<file path="config.mk">
export PLATFORM = sky130hd
export DESIGN_NAME = run_sequencer
export DESIGN_NICKNAME = d
export VERILOG_FILES = /design/src/rtl/run_sequencer.sv
export SDC_FILE = /design/constraint.sdc
export NUM_CORES = 1
export LEC_CHECK = 0
export BUFFER_PORTS_ARGS = -buffer_cell sky130_fd_sc_hd__buf_4
export CAP_MARGIN = 40
export CORE_MARGIN = 1.5
export CORE_UTILIZATION = 55
export DETAILED_ROUTE_END_ITERATION = 10
export GPL_ROUTABILITY_DRIVEN = 0
export GPL_TIMING_DRIVEN = 0
export HOLD_SLACK_MARGIN = 0.03
export PLACE_DENSITY = 0.81
export SETUP_SLACK_MARGIN = 0.15
export SYNTH_ARGS = -nofsm -noshare
export SYNTH_HDL_FRONTEND = slang
export SYNTH_SLANG_ARGS = --single-unit
</file>
<file path="constraint.sdc">
create_clock -name clk -period 3.4 [get_ports clk]
set_input_delay 0.51 -clock clk [delete_from_list [all_inputs] [get_ports clk]]
set_output_delay 0.51 -clock clk [all_outputs]
set_load 0.005 [all_outputs]
</file>
<file path="src/rtl/run_sequencer.sv">
// Run controller in front of the processor core: loads operands into data memory,
// runs the core under a timeout guard, then streams a result window back out.
module run_sequencer #(
    parameter int AW        = 8,
    parameter int LOAD_BASE = 0,
    parameter int LOAD_LEN  = 64,
    parameter int DUMP_BASE = 64,
    parameter int DUMP_LEN  = 64,
    parameter int TIMEOUT   = 4096,
    parameter int CW        = 16
) (
    input  logic          clk,
    input  logic          reset,
    input  logic          start,
    input  logic          in_valid,
    input  logic [7:0]    in_data,
    output logic          in_ready,
    output logic          core_reset,
    input  logic          core_done,
    output logic          mem_sel,
    output logic          mem_wr_en,
    output logic [AW-1:0] mem_addr,
    output logic [7:0]    mem_wdat,
    input  logic [7:0]    mem_rdat,
    output logic          out_valid,
    output logic [7:0]    out_data,
    output logic          out_last,
    input  logic          out_ready,
    output logic          busy,
    output logic          timeout_err,
    output logic [CW-1:0] cycle_count
);

    // Streams on both sides move a byte only on a cycle where valid and ready are both high.
    typedef enum logic [2:0] {
        S_IDLE,
        S_LOAD,
        S_BOOT,
        S_RUN,
        S_DUMP
    } state_t;

    state_t        state_q, state_d;
    logic [31:0]   idx_q, idx_d;
    logic [CW-1:0] cycle_count_q, cycle_count_d;
    logic          timeout_err_q, timeout_err_d;
    logic          dump_last;

    assign busy        = (state_q != S_IDLE);
    assign timeout_err = timeout_err_q;
    assign cycle_count = cycle_count_q;
    assign dump_last   = (idx_q == 32'(DUMP_LEN - 1));

    always_comb begin
        state_d       = state_q;
        idx_d         = idx_q;
        cycle_count_d = cycle_count_q;
        timeout_err_d = timeout_err_q;
        in_ready      = 1'b0;
        core_reset    = 1'b1;
        mem_sel       = 1'b1;
        mem_wr_en     = 1'b0;
        mem_addr      = '0;
        mem_wdat      = in_data;
        out_valid     = 1'b0;
        out_data      = '0;
        out_last      = 1'b0;

        case (state_q)
            S_IDLE: begin
                if (start) begin
                    cycle_count_d = '0;
                    timeout_err_d = 1'b0;
                    idx_d         = '0;
                    state_d       = (LOAD_LEN > 0) ? S_LOAD : S_BOOT;
                end
            end
            S_LOAD: begin
                in_ready  = 1'b1;
                mem_addr  = AW'(LOAD_BASE + idx_q);
                mem_wr_en = in_valid;
                if (in_valid) begin
                    if (idx_q == 32'(LOAD_LEN - 1)) begin
                        idx_d   = '0;
                        state_d = S_BOOT;
                    end else begin
                        idx_d = idx_q + 32'd1;
                    end
                end
            end
            S_BOOT: begin
                // Memory is handed back one cycle before the core leaves reset.
                mem_sel = 1'b0;
                state_d = S_RUN;
            end
            S_RUN: begin
                core_reset = 1'b0;
                mem_sel    = 1'b0;
                if (cycle_count_q != '1) begin
                    cycle_count_d = cycle_count_q + 1'b1;
                end
                // A done flag on the final allowed cycle still counts as a clean finish.
                if (core_done) begin
                    idx_d   = '0;
                    state_d = (DUMP_LEN > 0) ? S_DUMP : S_IDLE;
                end else if (cycle_count_q == CW'(TIMEOUT - 1)) begin
                    timeout_err_d = 1'b1;
                    idx_d         = '0;
                    state_d       = (DUMP_LEN > 0) ? S_DUMP : S_IDLE;
                end
            end
            S_DUMP: begin
                mem_addr  = AW'(DUMP_BASE + idx_q);
                out_valid = 1'b1;
                out_data  = mem_rdat;
                out_last  = dump_last;
                if (out_ready) begin
                    if (dump_last) begin
                        idx_d   = '0;
                        state_d = S_IDLE;
                    end else begin
                        idx_d = idx_q + 32'd1;
                    end
                end
            end
            default: begin
                state_d = S_IDLE;
            end
        endcase
    end

    always_ff @(posedge clk) begin
        if (reset) begin
            state_q       <= S_IDLE;
            idx_q         <= '0;
            cycle_count_q <= '0;
            timeout_err_q <= 1'b0;
        end else begin
            state_q       <= state_d;
            idx_q         <= idx_d;
            cycle_count_q <= cycle_count_d;
            timeout_err_q <= timeout_err_d;
        end
    end

endmodule

</file>
## Word level (Yosys, flattened, before mapping)

Index checks and enable logic that the tools add are counted.

- Reduce and logical (&&, ||, !) cells: 9
- Add/sub/neg operators: 3
- Eq/ne operators: 16
- Mux-type cells: 30

Operators by type and width:

| operator | number |
|---|---|
| $mux 32 | 6 |
| $pmux 32 s4 | 1 |
| $add 32x1->32 const B | 1 |
| $eq 32x6->1 const B | 1 |
| $mux 16 | 2 |
| $pmux 16 s2 | 1 |
| $mux 3 | 7 |
| $add 16x1->16 const B | 1 |
| $eq 16x12->1 const B | 1 |
| $ne 16x16->1 const B | 1 |
| $ne 2x2->1 const B | 8 |
| $pmux 8 s2 | 1 |
| $pmux 3 s5 | 1 |
| $mux 1 | 9 |
| $add 7x8->8 const A | 1 |
| $mux 8 | 1 |
| $eq 3x2->1 const B | 2 |
| $reduce_and 6->1 | 1 |
| $reduce_and 5->1 | 1 |
| $reduce_and 4->1 | 1 |
| $reduce_bool 4->1 | 1 |
| $eq 3x1->1 const B | 1 |
| $eq 3x3->1 const B | 1 |
| $logic_not 3->1 | 1 |
| other kinds (6) | 6 |

- Logic and storage cells: 62
- Register bits after elaboration: 52

## Logic depth before layout (Yosys ltp)

Gate-level depths: netlist of run 1.

- Depth after elaboration: 4
- Gate-level depth with buffers: 10

## Least setup slack after synthesis of run 1

No wires, ideal clock.

- Path kind: reg2reg
- Start: reg idx_q[6]
- End: reg idx_q[28]
- Arrival: 2451 ps
- Clock period less this slack: 2576 ps
- Path slack: 824 ps
- Stages on the path, launching flop included: 10
- Cells stage by stage: dfxtp_1 > inv_1 > ha_1 > or4b_2 > nor4_1 > a31oi_1 > buf_2 > buf_6 > a32oi_1 > o41ai_1

- Cells in the longest elaborated chain, start to end: 4

Ends and longest elaborated chain:

| item | RTL line | RTL |
|---|---|---|
| start: declaration | 44 | `logic [31:0] idx_q, idx_d;` |
| start signal: assignment | 140 | `idx_q <= idx_d;` |
| $add 32x1->32 or $eq 32x6->1 (tied branches) | n/a |  |
| $mux 32 * | 83, 118 |  |
| $mux 32 (on tied branches) | 117, 82 |  |
| $pmux 32 s4 * | 69 | `case (state_q)` |

Every way passes the cells marked *; elsewhere a longest branch is shown, timed or not. The select of a mux whose other input is x is not followed.
A chain may end at the register's enable or synchronous reset.

## Worst setup path after layout of run 1

- Start: reg idx_q[6]
- End: reg idx_q[15]

Same word-level chain as after synthesis.

==> results by group, run 1 <==
Finish
  • Nets@finish: around 500
  • Fill cell count: about 500
  • N_diodes: 0
  • Share of layout cells above drive strength 1: 0.1883
  • Syn-to-layout area delta: 21.11%
  • Commonest non-fill, non-tap cell in the layout: buf_4
  • Most frequent cells in the layout: buf_4, dfxtp_1, a31oi_1
  • Final core occ: 0.6983

Synth
  • Mean Syn Cell Area: around 8 um2
  • Yosys warns: 0
  • Post-synth top area cell: dfxtp_1
  • Post-synthesis compound-gate area fraction: 0.2491
  • Number of flops mapped to enable cells by yosys: 0
  • Sequential area share after synthesis: 0.3259
  • Largest family of logic cells by synthesized area: simple AND/OR/NAND/NOR gates
  • Async set-reset flop share out of synthesis: 0
  • Synth Area in Adders: 0.01567
  • Yosys reg bits: 52
  • Synth top area share: 0.3259
  • Gate count after technology mapping: just over 400
  • Xor-xnor portion of the synthesized cell area: 0.01919
  • Main synth FF type: dfxtp_1
  • Post-Syn Area: approximately 3200 um2
  • Net Count, Synth: 433
  • Synth unique cells: 54
  • Multiplexer area fraction after synthesis: 0.01606
  • Post-Synth Simple-Gate Area: 0.3118
  • Largest cells by area after synthesis: dfxtp_1, a31oi_1, nand2_1

Timing
  • Worst slew margin: 0.4549
  • Fin. Hold Viols: 0
  • Worst-Margin Slew: roughly 820 ps
  • Worst Slack Setup Final: approximately 360 ps
  • Final setup vio count: 0
  • Hold slack: slightly above 400 ps
  • Period minus WS final: between 3000 and 4000 ps
  • Fmax: 329.0 MHz
  • Post-Route Setup TNS: 0 ps
  • Final period utilization: 0.8939
  • Clk_skew: roughly 6.5 ps
  • RSZ-0062 raised after global routing: no
  • Fin. max-slew vios: 0

Drt
  • DR vias: approximately 3600
  • WL final: between 9000 and 10000 um
  • Routed Antenna Nets: 0
  • Vias per inst: between 6 and 7
  • DR pass1 iterations: 5
  • Drt initial violations: roughly 380
  • Drc violations: 0
  • Wire length per cell: roughly 17 um

Pwr
  • Leakage: approximately 1.4 nW
  • Power consumption: about 1.6 mW
  • VDD IR-drop max: 0.2262 mV
  • Power Dens Cells: slightly above 400 nW/um2

Worst hold path
  • Type of the most critical hold path: in -> reg

Worst setup path
  • Worst setup EP type: flop
  • Max FO, Critical Path: 10
  • CP Class: reg -> reg
  • Critical Path AT: between 3000 and 4000 ps
  • Startpoint types: flop
  • Worst EP required: between 3000 and 4000 ps

Global route
  • Gr usage total: 0.2945
  • Vias in the first global route: slightly above 3000
  • Largest net degree at the start of global routing: 15
  • First-pass GRT wire length: ~15000 um
  • GRT Residual Overflow: 0
  • Antenna violations before repair: 0

Floorplan
  • Total die area: about 6300 um2
  • Starting density of the core: 0.5766
  • Num rows: 27
  • Die width: slightly below 80 um
  • Core footprint: approximately 5500 um2
  • Height of the die: approximately 80 um
  • Top Ports: 70

Clocking
  • Worst-skew pair later-pin latency: a little over 300 ps
  • Max Root-Sink Buffers: 2
  • Root Driver: clkbuf_8
  • Setup bufs post-CTS: 0
  • Number of hold buffers added after CTS: 0
  • H-Tree Depth: 2
  • CTS tree: built
  • CTS Sinks: between 50 and 60
  • Clk slew on worst S/H paths: approximately 90 ps
  • CTS buffer count: 5
  • Resized Gates After CTS: 0

Place
  • DP Worst Slack: 266.2 ps
  • Port Buffer Count: between 60 and 70
  • Dpl hpwl: between 6000 and 7000 um

Job
  • Total of max-cap violations: 0

Outcome
  • Status: finished, final reports clean
[cells in the mapped netlist (6+ instances only)]
cell type	n
or4_1	11
a21oi_1	20
clkbuf_1	16
nor2_1	23
dfxtp_1	52
and3_1	12
buf_4	8
o21ai_0	16
nand3_1	24
a22oi_1	6
nor3_1	6
or3_1	9
nand2b_1	7
nor4_1	10
and4_1	7
and2_1	18
nand2_1	33
nand4_1	12
inv_1	11
a31oi_1	39
[where the power goes]
| group | switching, mW | total (mW) | internal, mW |
|---|---|---|---|
| logic | 0.374 | 0.568 | 0.194 |
| clock network | 0.205 | 0.386 | 0.182 |
| registers | 0.00908 | 0.633 | 0.624 |
| total | 0.588 | 1.59 | 1.00 |
[flip-flops by register name, indices dropped and copies added, names as in the netlist]
register and flops:
state_q 3, cycle_count 16, timeout_err 1, idx_q 32
[worst paths after layout]
kind | start | to | slack [ps] | cells past startpoint
worst max-delay path | idx_q[6] | idx_q[15] | 360 | 10
worst min-delay path | reset | idx_q[10] | 400 | 2
worst max register to register | idx_q[6] | idx_q[15] | 360 | 10
worst min register to register | timeout_err | timeout_err | 490 | 2
[worst max-delay path, stage by stage (launching register included)]
cell     delay (ps)
dfxtp_1         380
inv_1           140
ha_1            180
or4b_2          610
nor4_2          420
a31oi_1         300
buf_4           250
buf_2           200
buf_6           180
a32oi_1         160
o21ai_0         110
[through the flow]
| stage | instance area, um2 | cells |
|---|---|---|
| 5_1_grt | 3869 | 550 |
| 4_1_cts | 3850 | 549 |
| 2_1_floorplan | 3194 | 407 |
| 3_3_place_gp | 3742 | 540 |
| 3_5_place_dp | 3754 | 542 |
| 6_report | 3869 | 550 |
[cells by family after synthesis]
group,after synthesis
buf+inv,40
compound gates,119
fa+ha+maj,4
simple gates,180
flops,52
xor+xnor,7
mux,5
[per-layer routing]
| layer | vias up | global-route usage | part of all wire |
|---|---|---|---|
| li1 | 1711 | - | - |
| met1 | 1653 | 0.4122 | 0.44 |
| met2 | 198 | 0.4615 | 0.45 |
| met3 | 20 | 0.04943 | 0.087 |
| met4 | 0 | 0.09123 | 0.019 |
| met5 | - | 0 | 0 |
[cell type report]
type	count	area [um2]	area share
well taps	72	90.09	0.02329
clock buffers	7	96.34	0.02490
inverters	11	41.29	0.01067
plain buffers	29	157.7	0.04075
flip-flops and latches	52	1041	0.2691
multi-input cells	315	1961	0.5068
repair buffers	64	481.7	0.1245
Power figures use the tool's default switching activity.
==> run 2: changes to the inputs <==
ABC_AREA = 1   (was unset)
CORE_UTILIZATION = 57   (was 55)
==> run 2 against run 1 <==
Hold slack got worse by 47 ps. First-iteration DRC count rose by 34%. Critical endpoint is now out_last. Sequential power rose by 23%. Critical path depth fell by 2. Routed wire length rose by 23%. Via count rose by 27%. Count of clock-buffer cells in the layout did not move. Combinational power rose by 140%. Power rose by 66%. Utilization rose by 1.0 points. Worst setup slack improved by 760 ps. Die area rose by 17%. Largest cell class unchanged. Largest power group is now combinational cells.
==> results by group, run 2 <==
Synth
  • Main synth FF type: dfxtp_1
  • Mean Syn Cell Area: around 5.7 um2
  • Number of flops mapped to enable cells by yosys: 0
  • Post-synth top area cell: dfxtp_1
  • Yosys reg bits: 52
  • Count leader, synth: nand2_1
  • Largest cells by area after synthesis: dfxtp_1, nand2_1, nor2_1
  • Synth top area share: 0.2672
  • Sequential area share after synthesis: 0.2672
  • Synth unique cells: 31
  • Net Count, Synth: slightly above 700
  • Post-Syn Area: approximately 3900 um2
  • Yosys warns: 0
  • Post-synth top cells: nand2_1, nor2_1, inv_1, dfxtp_1, nand3_1
  • Gate count after technology mapping: 686
  • Async set-reset flop share out of synthesis: 0

Worst setup path
  • Most used cell, CP: nor2_1
  • Worst EP required: between 2000 and 3000 ps
  • Startpoint types: flop
  • CP Class: reg -> out
  • Worst setup EP type: output port
  • Max FO, Critical Path: 4
  • Critical Path AT: 1770 ps
  • Slowest cell on crit path: dfxtp_1
  • CP max stage delay: about 400 ps
  • Crit path buf inv count: 1
  • Crit path cell chain: ha_1 > nand2_1 > nor2_1 > nand3_1 > nor2_1 > nand2_1 > nor2_1 > buf_4
  • Critical path's top delay family: simple AND/OR/NAND/NOR gates

Drt
  • Drt initial violations: slightly above 500
  • Wire length per cell: 13.65 um
  • DR pass1 iterations: 7
  • Routed Antenna Nets: 0
  • Drc violations: 0
  • DR vias: ~4600
  • WL final: between 10000 and 15000 um
  • Vias per inst: approximately 5.5

Outcome
  • Status: finished, final reports clean

Finish
  • Final core occ: 0.7086
  • N_diodes: 0
  • Most frequent cells in the layout: nand2_1, nor2_1, inv_1
  • Commonest non-fill, non-tap cell in the layout: nand2_1
  • Biggest register: idx_q
  • Max reg flops: 32
  • Share of layout cells above drive strength 1: 0.1550
  • Nets@finish: 780
  • Syn-to-layout area delta: 17.47%

Timing
  • Post-Route Setup TNS: 0 ps
  • Fin. Hold Viols: 0
  • Worst Slack Setup Final: around 1100 ps
  • RSZ-0062 raised after global routing: no
  • Hold slack: 358.2 ps
  • Final setup vio count: 0
  • Fmax: approximately 440 MHz
  • Period minus WS final: approximately 2300 ps
  • Final period utilization: 0.6698
  • Worst slew margin: 0.5397
  • Worst-Margin Slew: 688.0 ps
  • Fin. max-slew vios: 0
  • Clk_skew: 5.186 ps

Floorplan
  • Total die area: between 7000 and 8000 um2
  • Starting density of the core: 0.6033
  • Num rows: 29
  • Top Ports: 70
  • Die width: between 80 and 90 um
  • Height of the die: around 86 um
  • Core footprint: around 6500 um2

Global route
  • Met2 GRT Util: 0.5161
  • Gr usage total: 0.3124
  • Met3 Usage GRT: 0.05390
  • GRT Max-Usage Layer: met2
  • Vias in the first global route: between 4000 and 5000
  • Largest net degree at the start of global routing: 16
  • Antenna violations before repair: 0
  • Grt met1 use: 0.4096
  • GRT Residual Overflow: 0
  • First-pass GRT wire length: 18430 um

Worst hold path
  • Type of the most critical hold path: in -> reg

Clocking
  • Number of hold buffers added after CTS: 0
  • H-Tree Depth: 2
  • Root Driver: clkbuf_8
  • Resized Gates After CTS: 0
  • CTS buffer count: 5
  • CTS Sinks: 52
  • Clk slew on worst S/H paths: about 100 ps
  • Worst-skew pair later-pin latency: between 300 and 400 ps
  • Setup bufs post-CTS: 0
  • CTS tree: built
  • Max Root-Sink Buffers: 2

Place
  • Dpl hpwl: roughly 8600 um
  • Port Buffer Count: just over 60
  • DP Worst Slack: between 1000 and 1500 ps

Pwr
  • Leakage: a little over 2 nW
  • VDD IR-drop max: around 0.44 mV
  • Power Dens Cells: just under 600 nW/um2

Job
  • Total of max-cap violations: 0
-- run 2: cell count changes after synthesis, moves of 12 or more --
| cell | change |
|---|---|
| and3_1 | -12 |
| nor3_1 | +23 |
| nand3_1 | +26 |
| nor2_1 | +98 |
| and2_1 | -17 |
| clkbuf_1 | -12 |
| a31oi_1 | -39 |
| nand2_1 | +168 |
| inv_1 | +92 |
-- run 2: per-stage QoR --
stage | std cells | cell area (um2) | total power, mW
final | 832 | 4577 | 2.643
after global routing | 832 | 4577 | 2.816
after CTS | 832 | 4577 | 2.617
after detailed placement | 824 | 4451 | 2.135
after global placement | 824 | 4451 | 2.100
after floorplan | 686 | 3896 | 1.728
-- run 2: cell families (layout without fill, tap and decap cells) --
family                   Yosys count  count (layout)  synth area share
flip-flops                        52              52            0.2672
buffers and inverters            133             202            0.1461
AND/OR/NAND/NOR                  433             433            0.4714
AO/OA/AOI/OAI                     59              59           0.09120
adder cells (fa/ha/maj)            4               4           0.01285
XOR/XNOR                           5               5           0.01124
-- run 2: final cells by class --
type                    instances  area, um2
plain buffers                  25      162.7
clock buffers                   7      96.34
clock inverters                 1      30.03
flip-flops and latches         52       1041
fillers                       618       1882
repair buffers                 61      457.9
inverters                     108      406.6
well taps                      77      96.34
multi-input cells             501       2286
-- run 2: worst register-to-register path, cell delays in order, from the launching register on --
cell and delay, ps:
dfxtp_1 410, ha_1 230, nand2_1 90, inv_1 100
nand2_1 120, nor2_1 160, nand2_1 160, nand3_4 150
nand3_4 140, inv_2 90, buf_6 150, buf_6 190
a21oi_2 70
-- run 2: per-layer routing --
metal | vias up | wire length (um)
met2 | 266 | 5066
met5 | - | 0
li1 | 2260 | -
met3 | 38 | 1112
met1 | 1991 | 4838
met4 | 0 | 339
-- run 2: where the power goes --
group	total [mW]	leakage [nW]	switching [mW]	internal, mW
combinational	1.38	1.59	0.914	0.466
clock	0.487	0.0645	0.227	0.260
sequential	0.776	0.423	0.0861	0.690
total	2.64	2.08	1.23	1.42
-- run 2: worst paths after layout --
| kind | slack (ps) | depth (start not counted) | to | from |
|---|---|---|---|---|
| max reg2reg | 1240 | 12 | idx_q[25] | cycle_count[0] |
| min | 360 | 2 | idx_q[2] | reset |
| max | 1120 | 8 | out_last | idx_q[0] |
| min reg2reg | 500 | 2 | cycle_count[9] | cycle_count[9] |
